==> src/rtl/uart_pkg.sv <==
// Shared UART definitions: receiver state encoding and default frame geometry.
package uart_pkg;

  localparam int DEFAULT_NUMBER_OF_BITS = 8;
  localparam int DEFAULT_BAUD_DIVIDER   = 4;

  typedef enum logic [2:0] {
    IDLE,
    START,
    DATA,
    STOP,
    BREAK
  } uart_rx_state_t;

endpackage

==> src/rtl/sync_2ff.sv <==
// Two-flop synchroniser for a single asynchronous input, with a selectable reset level.
module sync_2ff #(
  parameter logic RESET_VALUE = 1'b1
) (
  input  logic clock,
  input  logic reset,
  input  logic d,
  output logic q
);

  logic meta_q;
  logic sync_q;

  always_ff @(posedge clock or posedge reset) begin
    if (reset) begin
      meta_q <= RESET_VALUE;
      sync_q <= RESET_VALUE;
    end else begin
      meta_q <= d;
      sync_q <= meta_q;
    end
  end

  assign q = sync_q;

endmodule

==> src/rtl/uart_rx.sv <==
// UART receiver: mid-bit sampling of LSB-first frames, stop-bit check, and a single-word
// valid/ready holding register with framing-error and overrun pulses.
module uart_rx
  import uart_pkg::*;
#(
  parameter int NUMBER_OF_BITS = DEFAULT_NUMBER_OF_BITS,
  parameter int BAUD_DIVIDER   = DEFAULT_BAUD_DIVIDER
) (
  input  logic                      clock,
  input  logic                      reset,
  input  logic                      rx,
  output logic                      data_valid,
  input  logic                      data_ready,
  output logic [NUMBER_OF_BITS-1:0] data_bits,
  output logic                      framing_error,
  output logic                      overrun,
  output uart_rx_state_t            state_dbg
);

  // Stream handshake: a word transfers on any clock edge where data_valid && data_ready;
  // data_bits holds steady while data_valid && !data_ready, and data_ready only feeds flops.

  localparam int CW = $clog2(BAUD_DIVIDER);
  localparam int IW = $clog2(NUMBER_OF_BITS + 1);
  localparam logic [CW-1:0] HALF     = CW'(BAUD_DIVIDER / 2 - 1);
  localparam logic [CW-1:0] RELOAD   = CW'(BAUD_DIVIDER - 1);
  localparam logic [IW-1:0] LAST_IDX = IW'(NUMBER_OF_BITS - 1);

  logic rx_s;

  sync_2ff #(.RESET_VALUE(1'b1)) u_rx_sync (
    .clock (clock),
    .reset (reset),
    .d     (rx),
    .q     (rx_s)
  );

  uart_rx_state_t            state_q,         state_d;
  logic [CW-1:0]             rate_cnt_q,      rate_cnt_d;
  logic [IW-1:0]             bit_idx_q,       bit_idx_d;
  logic [NUMBER_OF_BITS-1:0] shift_q,         shift_d;
  logic                      deliver_q,       deliver_d;
  logic                      data_valid_q,    data_valid_d;
  logic [NUMBER_OF_BITS-1:0] data_bits_q,     data_bits_d;
  logic                      framing_error_q, framing_error_d;
  logic                      overrun_q,       overrun_d;

  always_ff @(posedge clock or posedge reset) begin
    if (reset) begin
      state_q         <= IDLE;
      rate_cnt_q      <= '0;
      bit_idx_q       <= '0;
      shift_q         <= '0;
      deliver_q       <= 1'b0;
      data_valid_q    <= 1'b0;
      data_bits_q     <= '0;
      framing_error_q <= 1'b0;
      overrun_q       <= 1'b0;
    end else begin
      state_q         <= state_d;
      rate_cnt_q      <= rate_cnt_d;
      bit_idx_q       <= bit_idx_d;
      shift_q         <= shift_d;
      deliver_q       <= deliver_d;
      data_valid_q    <= data_valid_d;
      data_bits_q     <= data_bits_d;
      framing_error_q <= framing_error_d;
      overrun_q       <= overrun_d;
    end
  end

  always_comb begin
    state_d         = state_q;
    rate_cnt_d      = rate_cnt_q;
    bit_idx_d       = bit_idx_q;
    shift_d         = shift_q;
    deliver_d       = 1'b0;
    framing_error_d = 1'b0;
    overrun_d       = 1'b0;
    data_valid_d    = data_valid_q;
    data_bits_d     = data_bits_q;

    case (state_q)
      IDLE: begin
        if (!rx_s) begin
          state_d    = START;
          rate_cnt_d = HALF;
        end
      end
      START: begin
        if (rate_cnt_q != '0) begin
          rate_cnt_d = rate_cnt_q - CW'(1);
        end else if (!rx_s) begin
          state_d    = DATA;
          bit_idx_d  = '0;
          rate_cnt_d = RELOAD;
        end else begin
          state_d = IDLE;
        end
      end
      DATA: begin
        if (rate_cnt_q != '0) begin
          rate_cnt_d = rate_cnt_q - CW'(1);
        end else begin
          shift_d                     = shift_q >> 1;
          shift_d[NUMBER_OF_BITS-1]   = rx_s;
          bit_idx_d                   = bit_idx_q + IW'(1);
          rate_cnt_d                  = RELOAD;
          if (bit_idx_q == LAST_IDX) begin
            state_d = STOP;
          end
        end
      end
      STOP: begin
        if (rate_cnt_q != '0) begin
          rate_cnt_d = rate_cnt_q - CW'(1);
        end else if (rx_s) begin
          // Back to IDLE at mid-stop so a start bit right after the stop bit is caught.
          deliver_d = 1'b1;
          state_d   = IDLE;
        end else begin
          framing_error_d = 1'b1;
          state_d         = BREAK;
        end
      end
      BREAK: begin
        if (rx_s) begin
          state_d = IDLE;
        end
      end
      default: state_d = IDLE;
    endcase

    // shift_q is untouched outside DATA, so it still holds the word on the delivery cycle.
    if (deliver_q) begin
      if (!data_valid_q || data_ready) begin
        data_bits_d  = shift_q;
        data_valid_d = 1'b1;
      end else begin
        overrun_d = 1'b1;
      end
    end else if (data_valid_q && data_ready) begin
      data_valid_d = 1'b0;
    end
  end

  assign data_valid    = data_valid_q;
  assign data_bits     = data_bits_q;
  assign framing_error = framing_error_q;
  assign overrun       = overrun_q;
  assign state_dbg     = state_q;

endmodule

==> config.mk <==
export PLATFORM = sky130hd
export DESIGN_NAME = uart_rx
export DESIGN_NICKNAME = d
export VERILOG_FILES = /design/src/rtl/uart_pkg.sv /design/src/rtl/sync_2ff.sv /design/src/rtl/uart_rx.sv
export SDC_FILE = /design/constraint.sdc
export NUM_CORES = 1
export LEC_CHECK = 0
export BUFFER_PORTS_ARGS = -buffer_cell sky130_fd_sc_hd__buf_2
export CAP_MARGIN = 20
export CORE_ASPECT_RATIO = 1.1
export CORE_MARGIN = 3
export CORE_UTILIZATION = 47
export CTS_CLUSTER_SIZE = 16
export DETAILED_ROUTE_END_ITERATION = 12
export MAX_ROUTING_LAYER = met4
export PLACE_DENSITY_LB_ADDON = 0.15
export SETUP_SLACK_MARGIN = 0.4
export SLEW_MARGIN = 25
export SYNTH_ARGS = -nofsm -noshare
export SYNTH_HDL_FRONTEND = slang
export SYNTH_SLANG_ARGS = --single-unit
==> constraint.sdc <==
create_clock -name clock -period 3.9 [get_ports clock]
set_input_delay 0.195 -clock clock [delete_from_list [all_inputs] [get_ports clock]]
set_output_delay 0.195 -clock clock [all_outputs]
set_load 0.01 [all_outputs]
=== Word-level counts from Yosys, hierarchy flattened ===
Index checks and enable logic that the tools add are counted.

* Register bits: 31
* Output and inout bits: 14
* Word-level logic and storage cells: 73

* Add/sub/neg operators: 2
* Equal/unequal tests: 15
* Mux-type cells: 30
* Bitwise operators: 1
* Reduce and logical (&&, ||, !) cells: 14

{| class="wikitable"
|+ Operators by type and width
! cell !! number
|-
| 3-bit two-way mux || 7
|-
| 3-bit one-hot mux with 5 select lines || 1
|-
| 2-bit != test (second input constant) || 7
|-
| 2-bit two-way mux || 6
|-
| 4-bit two-way mux || 3
|-
| 1-bit two-way mux || 11
|-
| 2-bit one-hot mux with 4 select lines || 1
|-
| 4-bit one-hot mux with 2 select lines || 1
|-
| 4-bit AND reduction || 2
|-
| 3-bit by 2-bit == test with 1-bit output (second input constant) || 2
|-
| 2-bit AND reduction || 3
|-
| 6-bit AND reduction || 1
|-
| 2-bit nonzero test || 3
|-
| 4-bit by 1-bit adder with 4-bit output (second input constant) || 1
|-
| 4-bit by 3-bit == test with 1-bit output (second input constant) || 1
|-
| 2-bit by 1-bit != test with 1-bit output (second input constant) || 2
|-
| 4-bit nonzero test || 1
|-
| 3-bit by 1-bit == test with 1-bit output (second input constant) || 1
|-
| 3-bit == test (second input constant) || 1
|-
| 3-bit logical NOT || 1
|-
| 3-bit != test (second input constant) || 1
|-
| 2-bit by 1-bit subtractor with 2-bit output (second input constant) || 1
|-
| 1-bit logical AND || 1
|-
| 1-bit logical NOT || 1
|-
| other kinds (2) || 2
|}

=== Logic depth before layout (Yosys ltp) ===
* Word-level depth: 4
* Mapped depth: 7
* Depth with buffers taken out: 6

=== Cells and area by module ===
A second synthesis with hierarchy kept.

* Cell total of the unflattened synthesis: 105
* Area, all modules: 1376.3 um^2

{| class="wikitable"
|+ Modules (own cells, without submodules)
! module !! times used !! cells each !! area each (um^2) !! sequential area each (um^2)
|-
| uart_rx || 1 || 102 || 1320.0 || 725.7
|-
| sync_2ff || 1 || 3 || 56.3 || 52.6
|}

=== Worst setup path after synthesis ===
No wires, ideal clock.

* Kind: register to register
* From: register rate_cnt_q[0]
* To: register bit_idx_q[3]
* Library setup time: 126 ps
* Arrival time: 1274 ps
* Data required time: 3774 ps
* Slack: 2500 ps
* Stages on the path, launching flop included: 8
* Path through: dfrtp_1 > inv_1 > ha_1 > and3b_1 > buf_6 > a41oi_2 > o21ai_1 > o31ai_1

* Word-level cells in the longest chain between the ends: 3

{| class="wikitable"
|+ RTL lines
! item !! line !! RTL
|-
| start: declaration || uart_rx.sv:39 || <nowiki>logic [CW-1:0] rate_cnt_q, rate_cnt_d;</nowiki>
|-
| start signal: assignment || uart_rx.sv:61 || <nowiki>rate_cnt_q <= rate_cnt_d;</nowiki>
|-
| 2-bit nonzero test * || uart_rx.sv:91, uart_rx.sv:102 ||
|-
| 2-bit != test (no line) || -- ||
|-
| 4-bit AND reduction (no line) * || -- ||
|-
| end signal: assignment || uart_rx.sv:62 || <nowiki>bit_idx_q <= bit_idx_d;</nowiki>
|-
| end: declaration || uart_rx.sv:40 || <nowiki>logic [IW-1:0] bit_idx_q, bit_idx_d;</nowiki>
|}

Every way passes the cells marked *; elsewhere a longest branch is shown, timed or not.
A chain may end at the register's enable or synchronous reset.

=== Final worst setup path ===
Same ends and word-level chain as after synthesis.

==> impl_metrics.json <==
{
  "nets": 134,
  "synth_top_area_share_pct": 52.5,
  "fin_tns_setup_ns": 0,
  "clock_latency_ns": 0.32,
  "die-height_um": 62.9,
  "fin_crit_sh_pct": 42.1,
  "vias": 851,
  "whs_ns": 0.149,
  "finalNonFillerCells": 161,
  "area_growth_pct": 13.3,
  "slew_headroom_pct": 65.1,
  "critPathCapture": "bit_idx_q[3]$_DFFE_PP0P_",
  "die_area_um2": 3630,
  "pre_cts_ws_ns": 2.27,
  "p_leak_nw": 0.797,
  "cts_inserted_buffers": 5,
  "wl_mm": 2.18,
  "synth_common_cells": "29 x dfrtp_1, 9 x nand2_1, 8 x mux2_2, 8 x mux2_4, 6 x inv_1",
  "row_count": 20,
  "coreArea_um2": 2780,
  "worstSetupPathType": "flip-flop to flip-flop",
  "r2r_start": "rate_cnt_q[0]$_DFFE_PP0P_",
  "critPathMaxStageDelay_ns": 0.40,
  "grt_pass1_vias": 858,
  "worst_setup_path_end_kind": "flip-flop",
  "port_buffers": 17,
  "synth-main-ff-cell": "dfrtp_1",
  "initial_utilization_pct": 49.7,
  "clkSinkCount": 31,
  "yosys_register_bits": 31,
  "ios": 18,
  "peakVddDrop_mv": 0.362,
  "finalSetupViolations": 0,
  "period_needed_ns": 1.64,
  "ys_async_sr_fraction_pct": 100,
  "antenna_found_initial": 0,
  "grt.total_usage_pct": 14.3,
  "dpl.hpwl_mm": 1.49,
  "synth_edf_count": 0,
  "drc": 0,
  "maxSlewViolCount": 0,
  "synth_nets": 111,
  "first_pass_iters": 2,
  "cts_root_buf": "clkbuf_4",
  "r2r_setup_slack_ns": 2.26,
  "drt_first_iter_violations": 12,
  "rsz0062_at_grt": "false",
  "post_cts_resized": 0,
  "avgSynthCellArea_um2": 13.3,
  "holdBufCountCts": 2,
  "wl_per_cell_um": 13.6,
  "ys_seq_area_share_pct": 56.3,
  "worst-r2r-cell-count": 6,
  "cts.clk_slew.worst_paths_ns": 0.09,
  "worst_slew_pin_slew_ns": 0.524,
  "ys_types": 32,
  "synth_top_area_cell": "dfrtp_1",
  "required_ns": 4.10,
  "setup_slack_ns": 2.26,
  "cp_cell_sequence": "inv_1 -> ha_1 -> and3b_1 -> a41oi_2 -> o21ai_1 -> o31ai_1",
  "grt_pass1_wl_mm": 3.84,
  "cp-start-kind": "flip-flop",
  "synthTopCellsByArea": "dfrtp_1 53%, mux2_4 8.7%, mux2_2 6.5%, dfstp_2 3.8%, ha_1 2.7%",
  "critPathMaxFanout": 9,
  "hold_viol": 0,
  "ant_nets": 0,
  "synth_most_common_cell": "dfrtp_1",
  "outcome": "finished, final reports clean",
  "dp_cells": 151,
  "reg2reg_to": "bit_idx_q[3]$_DFFE_PP0P_",
  "crit_arrival_ns": 1.84,
  "max_freq_mhz": 610,
  "cts_tree": "built",
  "hold_class": "input port to flip-flop",
  "maxCapViolCount": 0,
  "synth_cells": 104,
  "cts_buffer_depth": 2,
  "synth_area_um2": 1380,
  "layout-drive-gt1-share_pct": 39.1,
  "startpoint": "rate_cnt_q[0]$_DFFE_PP0P_",
  "grt_max_degree": 32,
  "postCtsSetupRepairBufs": 0,
  "antenna_cells": 0,
  "gp_congestion": 0.731,
  "p_per_area_nw_per_um2": 597,
  "htreeDepth": 2,
  "fill_cells": 239,
  "cp_slowest_cell": "and3b_1",
  "gr-total-overflow": 0,
  "yosys_warnings": 0,
  "die_w_um": 57.7,
  "worst_clock_skew_ns": 0.0104,
  "routed_via_density": 5.29
}
## cells in the final DEF, fill, tap and decap left out, drive strengths merged, types with 2 or more instances in the layout
master	instances
nand2	9
a21oi	4
buf	18
dfrtp	29
ha	3
o21ai	3
nand4	2
mux2	16
dlygate4sd3	2
o31ai	2
clkbuf	8
dfstp	2
inv	8
nor2	5
nand3	2
## critical path, delay by kind of cell, from the launching register on
| kind | cells | cell delay (ns) |
|---|---|---|
| adder cells (fa/ha/maj) | 1 | 0.28 |
| buffers and inverters | 1 | 0.11 |
| AO/OA/AOI/OAI | 3 | 0.37 |
| AND/OR/NAND/NOR | 1 | 0.40 |
| flip-flops | 1 | 0.37 |
## layout make-up
| class | instances | area, µm² | share of cell area, % |
|---|---|---|---|
| clock buffer | 8 | 68.8 | 4.40 |
| multi-input combinational | 61 | 534 | 34.1 |
| sequential | 31 | 778 | 49.7 |
| timing repair buffer | 20 | 113 | 7.19 |
| inverter | 8 | 30.0 | 1.92 |
| tap | 33 | 41.3 | 2.64 |
## where the power goes
part | switching [mW] | leakage (nW) | internal (mW)
clock network | 0.102 | 0.0386 | 0.106
logic | 0.137 | 0.346 | 0.141
registers | 0.0691 | 0.413 | 0.379
total | 0.308 | 0.797 | 0.626
## routing by layer
metal	GRT usage (%)	vias to the layer above	wire, µm
met5	-	-	0
met4	7.25	0	36
met3	4.55	7	103
met2	20.6	20	1020
met1	17.9	414	1020
li1	-	410	-
## flip-flops by register name, summed over array words and instances, names as in the netlist
| register | count |
|---|---|
| bit_idx_q | 4 |
| shift_q | 8 |
| u_rx_sync.meta_q | 1 |
| state_dbg | 3 |
| rate_cnt_q | 2 |
| u_rx_sync.q | 1 |
| overrun | 1 |
| data_valid | 1 |
| data_bits | 8 |
| framing_error | 1 |
| deliver_q | 1 |
## through the flow
step	power, mW	util [%]	cell area, µm²
3_3_place_gp	0.722	53.2	1480
6_report	0.934	56.4	1570
2_1_floorplan	0.678	-	1380
4_1_cts	0.950	56.4	1570
3_5_place_dp	0.735	53.2	1480
5_1_grt	1.00	56.4	1570
## logic make-up (layout without fill, tap and decap cells)
logic type,count (synthesis),in the layout,synth area share [%]
buf+inv,12,36,4.98
compound gates,16,16,10.3
flops,31,31,56.3
xor+xnor,1,1,0.634
fa+ha+maj,4,4,3.44
mux,16,16,15.2
simple gates,24,24,9.06
## how the worst min path moves through the flow
stage,from,endpoint,slack (ns),cells past startpoint
finish,data_ready,overrun$_DFF_PP0_,0.15,3
global route,data_ready,overrun$_DFF_PP0_,0.15,3
CTS,data_ready,overrun$_DFF_PP0_,0.13,3
detailed placement,reset,data_bits[1]$_DFFE_PP0P_,0.29,3
global placement,reset,data_bits[1]$_DFFE_PP0P_,0.29,3
floorplan,rx,u_rx_sync.meta_q$_DFF_PP1_,0.20,0
Note: power is estimated with default switching activity, not from simulation.
